<file path="src/rtl/uart_cmd_pkg.sv">
// Shared definitions for the UART command controller: command bytes,
// FSM state encoding and the default register address width.
package uart_cmd_pkg;

    localparam int DEFAULT_ADDR_W = 4;

    localparam logic [7:0] CMD_WR = 8'hAA;
    localparam logic [7:0] CMD_RD = 8'hBB;

    typedef enum logic [2:0] {
        IDLE,
        WR_ADDR,
        WR_DATA,
        RD_ADDR,
        RD_WAIT,
        TX_REQ,
        TX_WAIT
    } state_t;

endpackage

</file>
<file path="src/rtl/uart_cmd_ctrl.sv">
// Byte-level command decoder behind the UART: turns write/read frames into
// single-cycle register strobes and sends read data back as one byte.
module uart_cmd_ctrl
    import uart_cmd_pkg::*;
#(
    parameter int ADDR_W = DEFAULT_ADDR_W
) (
    input  logic              CLK,
    input  logic              RST,
    input  logic [7:0]        rx_p_data,
    input  logic              rx_data_valid,
    input  logic              rx_par_err,
    input  logic              rx_frame_err,
    output logic [7:0]        tx_p_data,
    output logic              tx_data_valid,
    input  logic              tx_busy,
    output logic [ADDR_W-1:0] reg_addr,
    output logic [7:0]        reg_wr_data,
    output logic              reg_wr_en,
    output logic              reg_rd_en,
    input  logic [7:0]        reg_rd_data,
    input  logic              reg_rd_valid,
    output logic              cmd_err
);

    state_t            state_q;
    logic              seenBusy_q;
    logic [7:0]        txData_q;
    logic              txValid_q;
    logic [ADDR_W-1:0] addr_q;
    logic [7:0]        wrData_q;
    logic              wrEn_q;
    logic              rdEn_q;
    logic              cmdErr_q;

    logic byteErr;
    logic byteOk;
    logic addrLegal;

    assign byteErr   = rx_data_valid & (rx_par_err | rx_frame_err);
    assign byteOk    = rx_data_valid & ~rx_par_err & ~rx_frame_err;
    assign addrLegal = (rx_p_data[7:ADDR_W] == '0);

    // A corrupted byte aborts whatever is in flight, including a pending reply.
    always_ff @(posedge CLK or posedge RST) begin
        if (RST) begin
            state_q    <= IDLE;
            seenBusy_q <= 1'b0;
            txData_q   <= '0;
            txValid_q  <= 1'b0;
            addr_q     <= '0;
            wrData_q   <= '0;
            wrEn_q     <= 1'b0;
            rdEn_q     <= 1'b0;
            cmdErr_q   <= 1'b0;
        end else begin
            txValid_q <= 1'b0;
            wrEn_q    <= 1'b0;
            rdEn_q    <= 1'b0;
            cmdErr_q  <= 1'b0;
            if (byteErr) begin
                state_q    <= IDLE;
                seenBusy_q <= 1'b0;
                cmdErr_q   <= 1'b1;
            end else begin
                case (state_q)
                    IDLE: begin
                        if (byteOk) begin
                            if (rx_p_data == CMD_WR) begin
                                state_q <= WR_ADDR;
                            end else if (rx_p_data == CMD_RD) begin
                                state_q <= RD_ADDR;
                            end else begin
                                cmdErr_q <= 1'b1;
                            end
                        end
                    end
                    WR_ADDR: begin
                        if (byteOk) begin
                            if (addrLegal) begin
                                addr_q  <= rx_p_data[ADDR_W-1:0];
                                state_q <= WR_DATA;
                            end else begin
                                cmdErr_q <= 1'b1;
                                state_q  <= IDLE;
                            end
                        end
                    end
                    WR_DATA: begin
                        if (byteOk) begin
                            wrData_q <= rx_p_data;
                            wrEn_q   <= 1'b1;
                            state_q  <= IDLE;
                        end
                    end
                    RD_ADDR: begin
                        if (byteOk) begin
                            if (addrLegal) begin
                                addr_q  <= rx_p_data[ADDR_W-1:0];
                                rdEn_q  <= 1'b1;
                                state_q <= RD_WAIT;
                            end else begin
                                cmdErr_q <= 1'b1;
                                state_q  <= IDLE;
                            end
                        end
                    end
                    // Bytes arriving while a reply is outstanding are overruns.
                    RD_WAIT: begin
                        if (byteOk) cmdErr_q <= 1'b1;
                        if (reg_rd_valid) begin
                            txData_q <= reg_rd_data;
                            state_q  <= TX_REQ;
                        end
                    end
                    TX_REQ: begin
                        if (byteOk) cmdErr_q <= 1'b1;
                        if (!tx_busy) begin
                            txValid_q  <= 1'b1;
                            seenBusy_q <= 1'b0;
                            state_q    <= TX_WAIT;
                        end
                    end
                    TX_WAIT: begin
                        if (byteOk) cmdErr_q <= 1'b1;
                        if (tx_busy) begin
                            seenBusy_q <= 1'b1;
                        end else if (seenBusy_q) begin
                            seenBusy_q <= 1'b0;
                            state_q    <= IDLE;
                        end
                    end
                    default: state_q <= IDLE;
                endcase
            end
        end
    end

    assign tx_p_data     = txData_q;
    assign tx_data_valid = txValid_q;
    assign reg_addr      = addr_q;
    assign reg_wr_data   = wrData_q;
    assign reg_wr_en     = wrEn_q;
    assign reg_rd_en     = rdEn_q;
    assign cmd_err       = cmdErr_q;

endmodule

</file>
<file path="config.mk">
export PLATFORM = sky130hd
export DESIGN_NAME = uart_cmd_ctrl
export DESIGN_NICKNAME = d
export VERILOG_FILES = /design/src/rtl/uart_cmd_pkg.sv /design/src/rtl/uart_cmd_ctrl.sv
export SDC_FILE = /design/constraint.sdc
export NUM_CORES = 1
export LEC_CHECK = 0
export ABC_AREA = 1
export CELL_PAD_IN_SITES_DETAIL_PLACEMENT = 0
export CELL_PAD_IN_SITES_GLOBAL_PLACEMENT = 1
export CORE_AREA = 2 2 68 70
export DETAILED_ROUTE_END_ITERATION = 6
export DIE_AREA = 0 0 70 72
export HOLD_SLACK_MARGIN = 0.15
export PLACE_DENSITY = 0.91
export REMOVE_ABC_BUFFERS = 1
export SLEW_MARGIN = 20
export SYNTH_ARGS = -nofsm -noshare
export SYNTH_HDL_FRONTEND = slang
export SYNTH_SLANG_ARGS = --single-unit
export TNS_END_PERCENT = 1
</file>
<file path="constraint.sdc">
create_clock -name CLK -period 1.9 [get_ports CLK]
set_input_delay 0.38 -clock CLK [delete_from_list [all_inputs] [get_ports CLK]]
set_output_delay 0.38 -clock CLK [all_outputs]
set_load 0.005 [all_outputs]
</file>
# == Word level (Yosys, flattened, before mapping) ==
# Index checks and enable logic that the tools add are counted.
# totals
reg_bits,28
output_inout_bits,24
# op_classes
n_eq_ne,17
muxes,35
bitwise_logic,7
reduce_logical,10
# op_table
operator,count
2-to-1 mux 3 bit,12
"!= test 3 bit, second input constant",8
one-hot mux 3 bit (7 select lines),1
2-to-1 mux 1 bit,19
"== test 8 bit, second input constant",2
"== test 3 bit, second input constant",3
AND reduction 9 bit,1
"== test 3 x 2 -> 1 bit, second input constant",2
AND reduction 3 bit,2
logical NOT 4 bit,1
"!= test 4 bit, second input constant",1
AND reduction 4 bit,1
AND 1 bit,3
"== test 3 x 1 -> 1 bit, second input constant",1
logical NOT 3 bit,1
NOT 1 bit,3
one-hot mux 1 bit (3 select lines),1
nonzero test 3 bit,1
OR reduction 3 bit,1
2-to-1 mux 2 bit,1
one-hot mux 1 bit (2 select lines),1
AND reduction 2 bit,1
OR reduction 2 bit,1
OR 1 bit,1

# == Longest topological paths before layout ==
# depth
word_depth,6
ltp_mapped,9

# == Worst setup path after synthesis ==
# Ideal clock, no wire load.
# synth_timing
kind,reg-to-reg
start,reg state_q[2]
end,reg state_q[1]
arrival_time_ns,1.136
t_required_ns,1.783
slack_ns,0.647
stages_incl_launch_ff,8
n_path_buf,1
period_less_slack_ns,1.253
cell_sequence,dfrtp_1 buf_4 nor3_1 inv_1 nand2_1 nor2_2 nand3_1 nand2_1
# synth_between
elab_chain_len,3
word_cells_on_any_way,19
cone_classes,15 x eq/ne; 2 x mux; 2 x reduce/logical
# synth_rtl
element,line_no,source
start: declaration,uart_cmd_ctrl.sv:26,state_t state_q;
start signal: assignment,uart_cmd_ctrl.sv:47,state_q <= IDLE;
start signal: assignment,uart_cmd_ctrl.sv:62,state_q <= IDLE;
start signal: assignment,uart_cmd_ctrl.sv:70,state_q <= WR_ADDR;
== test 3 x 1 -> 1 bit (tied with other cells),uart_cmd_ctrl.sv:66,case (state_q)
!= test 3 bit (no source line) (tied with other cells),--,
AND reduction 9 bit (no source line) / 2-to-1 mux 3 bit (equally long branches),--,
# Parallel ways exist; a longest one is shown, timed or not.
# A chain may end at the register's enable or synchronous reset.

# == Worst setup path after layout ==
# layout_timing
start,in rx_data_valid
end,reg state_q[2]
# layout_between
elab_chain_len,4
word_cells_on_any_way,14
cone_classes,9 x eq/ne; 1 x mux; 3 x bitwise; 1 x reduce/logical
# layout_rtl
element,line_no,source
start: declaration,uart_cmd_ctrl.sv:11,"input logic rx_data_valid,"
AND 1 bit (2 in a row),uart_cmd_ctrl.sv:41,assign byteOk = rx_data_valid & ~rx_par_err & ~rx_frame_err;
!= test 3 bit (no source line),--,
AND reduction 9 bit (no source line),--,
# Parallel ways exist; a longest one is shown, timed or not.

==> flow_metrics.env <==
export IMPL_syn_inst=178
export IMPL_maxCapViolCount=0
export IMPL_avgSynthCellArea_um2=7.86
export IMPL_crit_path_max_incr_delay_ps=560
export IMPL_num_io_pins=47
export IMPL_place_congestion=0.910
export IMPL_fin_skew_ps=2.38
export IMPL_die_area_mm2=0.00504
export IMPL_rows=24
export IMPL_slew_headroom=0.694
export IMPL_worst_pin_slew_ps=459
export IMPL_whs_ps=473
export IMPL_dp_hpwl_mm=2.34
export IMPL_die_y_um=72
export IMPL_p_leak_nw=0.968
export IMPL_ys_seq_elements=28
export IMPL_drt_iter0_markers=96
export IMPL_p_int_mw=1.30
export IMPL_holdBufCountCts=0
export IMPL_fin_ws_ps=320
export IMPL_hold_path_class="input port to asynchronous set/reset pin"
export IMPL_multi_input_area_um2=556
export IMPL_cts_root_buf="clkbuf_8"
export IMPL_routedWlPerCell_um=10.7
export IMPL_grt_busiest_layer="met2"
export IMPL_clk_pin_slew_ps=90
export IMPL_swShare=0.315
export IMPL_cp_end_kind="flop"
export IMPL_drc=0
export IMPL_grt_use_met1=0.172
export IMPL_dpl_cell_area_mm2=0.00191
export IMPL_drive_gt1_frac=0.0844
export IMPL_antenna_found_initial=0
export IMPL_ant_nets=0
export IMPL_cts_max_path_buffers=2
export IMPL_seq_power_share=0.454
export IMPL_totalNegativeSetupSlack_ps=0
export IMPL_p_sw_mw=0.597
export IMPL_synth_warnings=0
export IMPL_worstReg2RegStart="state_q[2]"
export IMPL_fmax_mhz=633
export IMPL_syn_area_mm2=0.00140
export IMPL_r2r_end="state_q[2]"
export IMPL_arrival_ps=1740
export IMPL_area_growth_pct=39.2
export IMPL_grt_pass1_wl_mm=5.27
export IMPL_fin_area_mm2=0.00195
export IMPL_crit_buf_inv=2
export IMPL_grtUsageMet2=0.208
export IMPL_layout_common_cells="nand2_1 (53), clkdlybuf4s50_1 (46), inv_1 (29), dfrtp_1 (28), nor2_1 (14)"
export IMPL_fin_crit_sh=0.831
export IMPL_met3_usage=0.0250
export IMPL_synth_distinct_cells=22
export IMPL_cts_tree="done"
export IMPL_peakVddDrop_v=0.000448
export IMPL_start_util=0.328
export IMPL_viasPerCell=4.48
export IMPL_nNetsFinal=250
export IMPL_grt_pass1_vias=1195
export IMPL_timing_critical_path_mode_cell="nand2_1"
export IMPL_routed_wl_mm=2.97
export IMPL_layout_min_cycle_time_ps=1580
export IMPL_final_common_cell="nand2_1"
export IMPL_ys_seq_area_frac=0.501
export IMPL_place_ws_ps=37.6
export IMPL_setup_violations=0
export IMPL_cts_buffers_inserted=3
export IMPL_grt_usage=0.127
export IMPL_cellPowerDensity_mw_per_mm2=973
export IMPL_nFillCells=443
export IMPL_rsz0062_at_grt="false"
export IMPL_overflow=0
export IMPL_r2r_slack_ps=400
export IMPL_cp_top_family="buffers and inverters"
export IMPL_numPortBuffers=46
export IMPL_post_cts_resized=0
export IMPL_clk_latency_ps=270
export IMPL_final_hold_viol_count=0
export IMPL_grt_max_degree=29
export IMPL_clkPwrFrac=0.164
export IMPL_clock_sinks=28
export IMPL_critical_path_class="input port to flop"
export IMPL_fp_dieW_um=70
export IMPL_first_pass_iters=4
export IMPL_vias=1242
export IMPL_antenna_cells=0
export IMPL_status="finished, final reports clean"
export IMPL_postCtsSetupBuffers=0
export IMPL_htree_levels=1
export IMPL_seqCellArea_um2=701
export IMPL_finalMaxSlewViolations=0
export IMPL_crit_chain="clkdlybuf4s50_1 -> inv_1 -> nor2_4 -> nor2_1 -> a21oi_2 -> nand3_2 -> nand2_1 -> nand2_1"
export IMPL_combPwrFrac=0.382
export IMPL_reg2reg_depth=7
export IMPL_core_mm2=0.00426
export IMPL_crit_fanout=10
export IMPL_cp_required_ps=2060
export IMPL_start_kind="input port"
export IMPL_slowest_stage="clkdlybuf4s50_1"
==> worst min-delay path, delay by kind of cell <==
kind	cells	cell delay (ps)
buffers and inverters	3	770
==> routing by layer <==
metal  share of wire  up-vias
met5               0        -
met3           0.047        4
met4          0.0091        0
met1            0.46      573
li1                -      640
met2            0.48       25
==> power by group through the flow <==
stage / clock network (mW) / registers [mW] / logic [mW]
2_1_floorplan: 0 / 0.869 / 0.336
3_3_place_gp: 0 / 0.869 / 0.728
3_5_place_dp: 0 / 0.871 / 0.734
4_1_cts: 0.328 / 0.860 / 0.736
5_1_grt: 0.336 / 0.888 / 0.822
6_report: 0.312 / 0.859 / 0.724
==> Yosys cell counts <==
| library cell | n | share of area |
|---|---|---|
| nand2_1 | 53 | 0.14 |
| inv_1 | 29 | 0.078 |
| dfrtp_1 | 28 | 0.50 |
| nor2_1 | 14 | 0.038 |
| o21ai_0 | 12 | 0.043 |
| nand3_1 | 9 | 0.032 |
| o21ai_1 | 6 | 0.021 |
| a21oi_1 | 4 | 0.014 |
| nand2_2 | 3 | 0.013 |
| nor3_1 | 3 | 0.011 |
| buf_4 | 2 | 0.011 |
| inv_2 | 2 | 0.0054 |
| nor2_2 | 2 | 0.0089 |
| nor2_4 | 2 | 0.016 |
| o21ai_2 | 2 | 0.013 |
| a21oi_2 | 1 | 0.0063 |
| a31oi_1 | 1 | 0.0045 |
| buf_6 | 1 | 0.0080 |
| nand3_2 | 1 | 0.0072 |
| nand4_1 | 1 | 0.0045 |
| nand4_4 | 1 | 0.015 |
| nor3_2 | 1 | 0.0072 |
==> kinds of logic after synthesis <==
| group | Yosys count | synth area share |
|---|---|---|
| simple gates | 90 | 0.295 |
| buf+inv | 34 | 0.102 |
| flops | 28 | 0.501 |
| compound gates | 26 | 0.102 |
==> stage by stage <==
stage                     cells  power (mW)  utilization
after floorplan             175        1.21            -
after global placement      274        1.60        0.447
after detailed placement    274        1.60        0.447
after CTS                   277        1.92        0.457
after global routing        277        2.05        0.457
final                       277        1.89        0.457
==> worst max path at each step <==
| stage | depth (start not counted) | from | endpoint | slack [ps] |
|---|---|---|---|---|
| after global placement | 8 | rx_data_valid | state_q[2] | 90 |
| after global routing | 9 | rx_data_valid | state_q[2] | 170 |
| after floorplan | 6 | state_q[1] | state_q[1] | 670 |
| after detailed placement | 8 | rx_data_valid | state_q[2] | 40 |
| final | 8 | rx_data_valid | state_q[2] | 320 |
| after CTS | 8 | rx_data_valid | state_q[2] | 330 |
==> state kept, by name, indices dropped and copies added, names as in the netlist <==
register	count
cmd_err	1
reg_addr	4
reg_rd_en	1
reg_wr_data	8
reg_wr_en	1
seenBusy_q	1
state_q	3
tx_data_valid	1
tx_p_data	8
==> final cells by class <==
cell class / count / share of cell area
Sequential cell: 28 / 0.360
Inverter: 31 / 0.0598
Clock buffer: 3 / 0.0212
Tap cell: 52 / 0.0334
Multi-Input combinational cell: 116 / 0.285
Timing Repair Buffer: 47 / 0.240
Note: power is estimated with default switching activity, not from simulation.
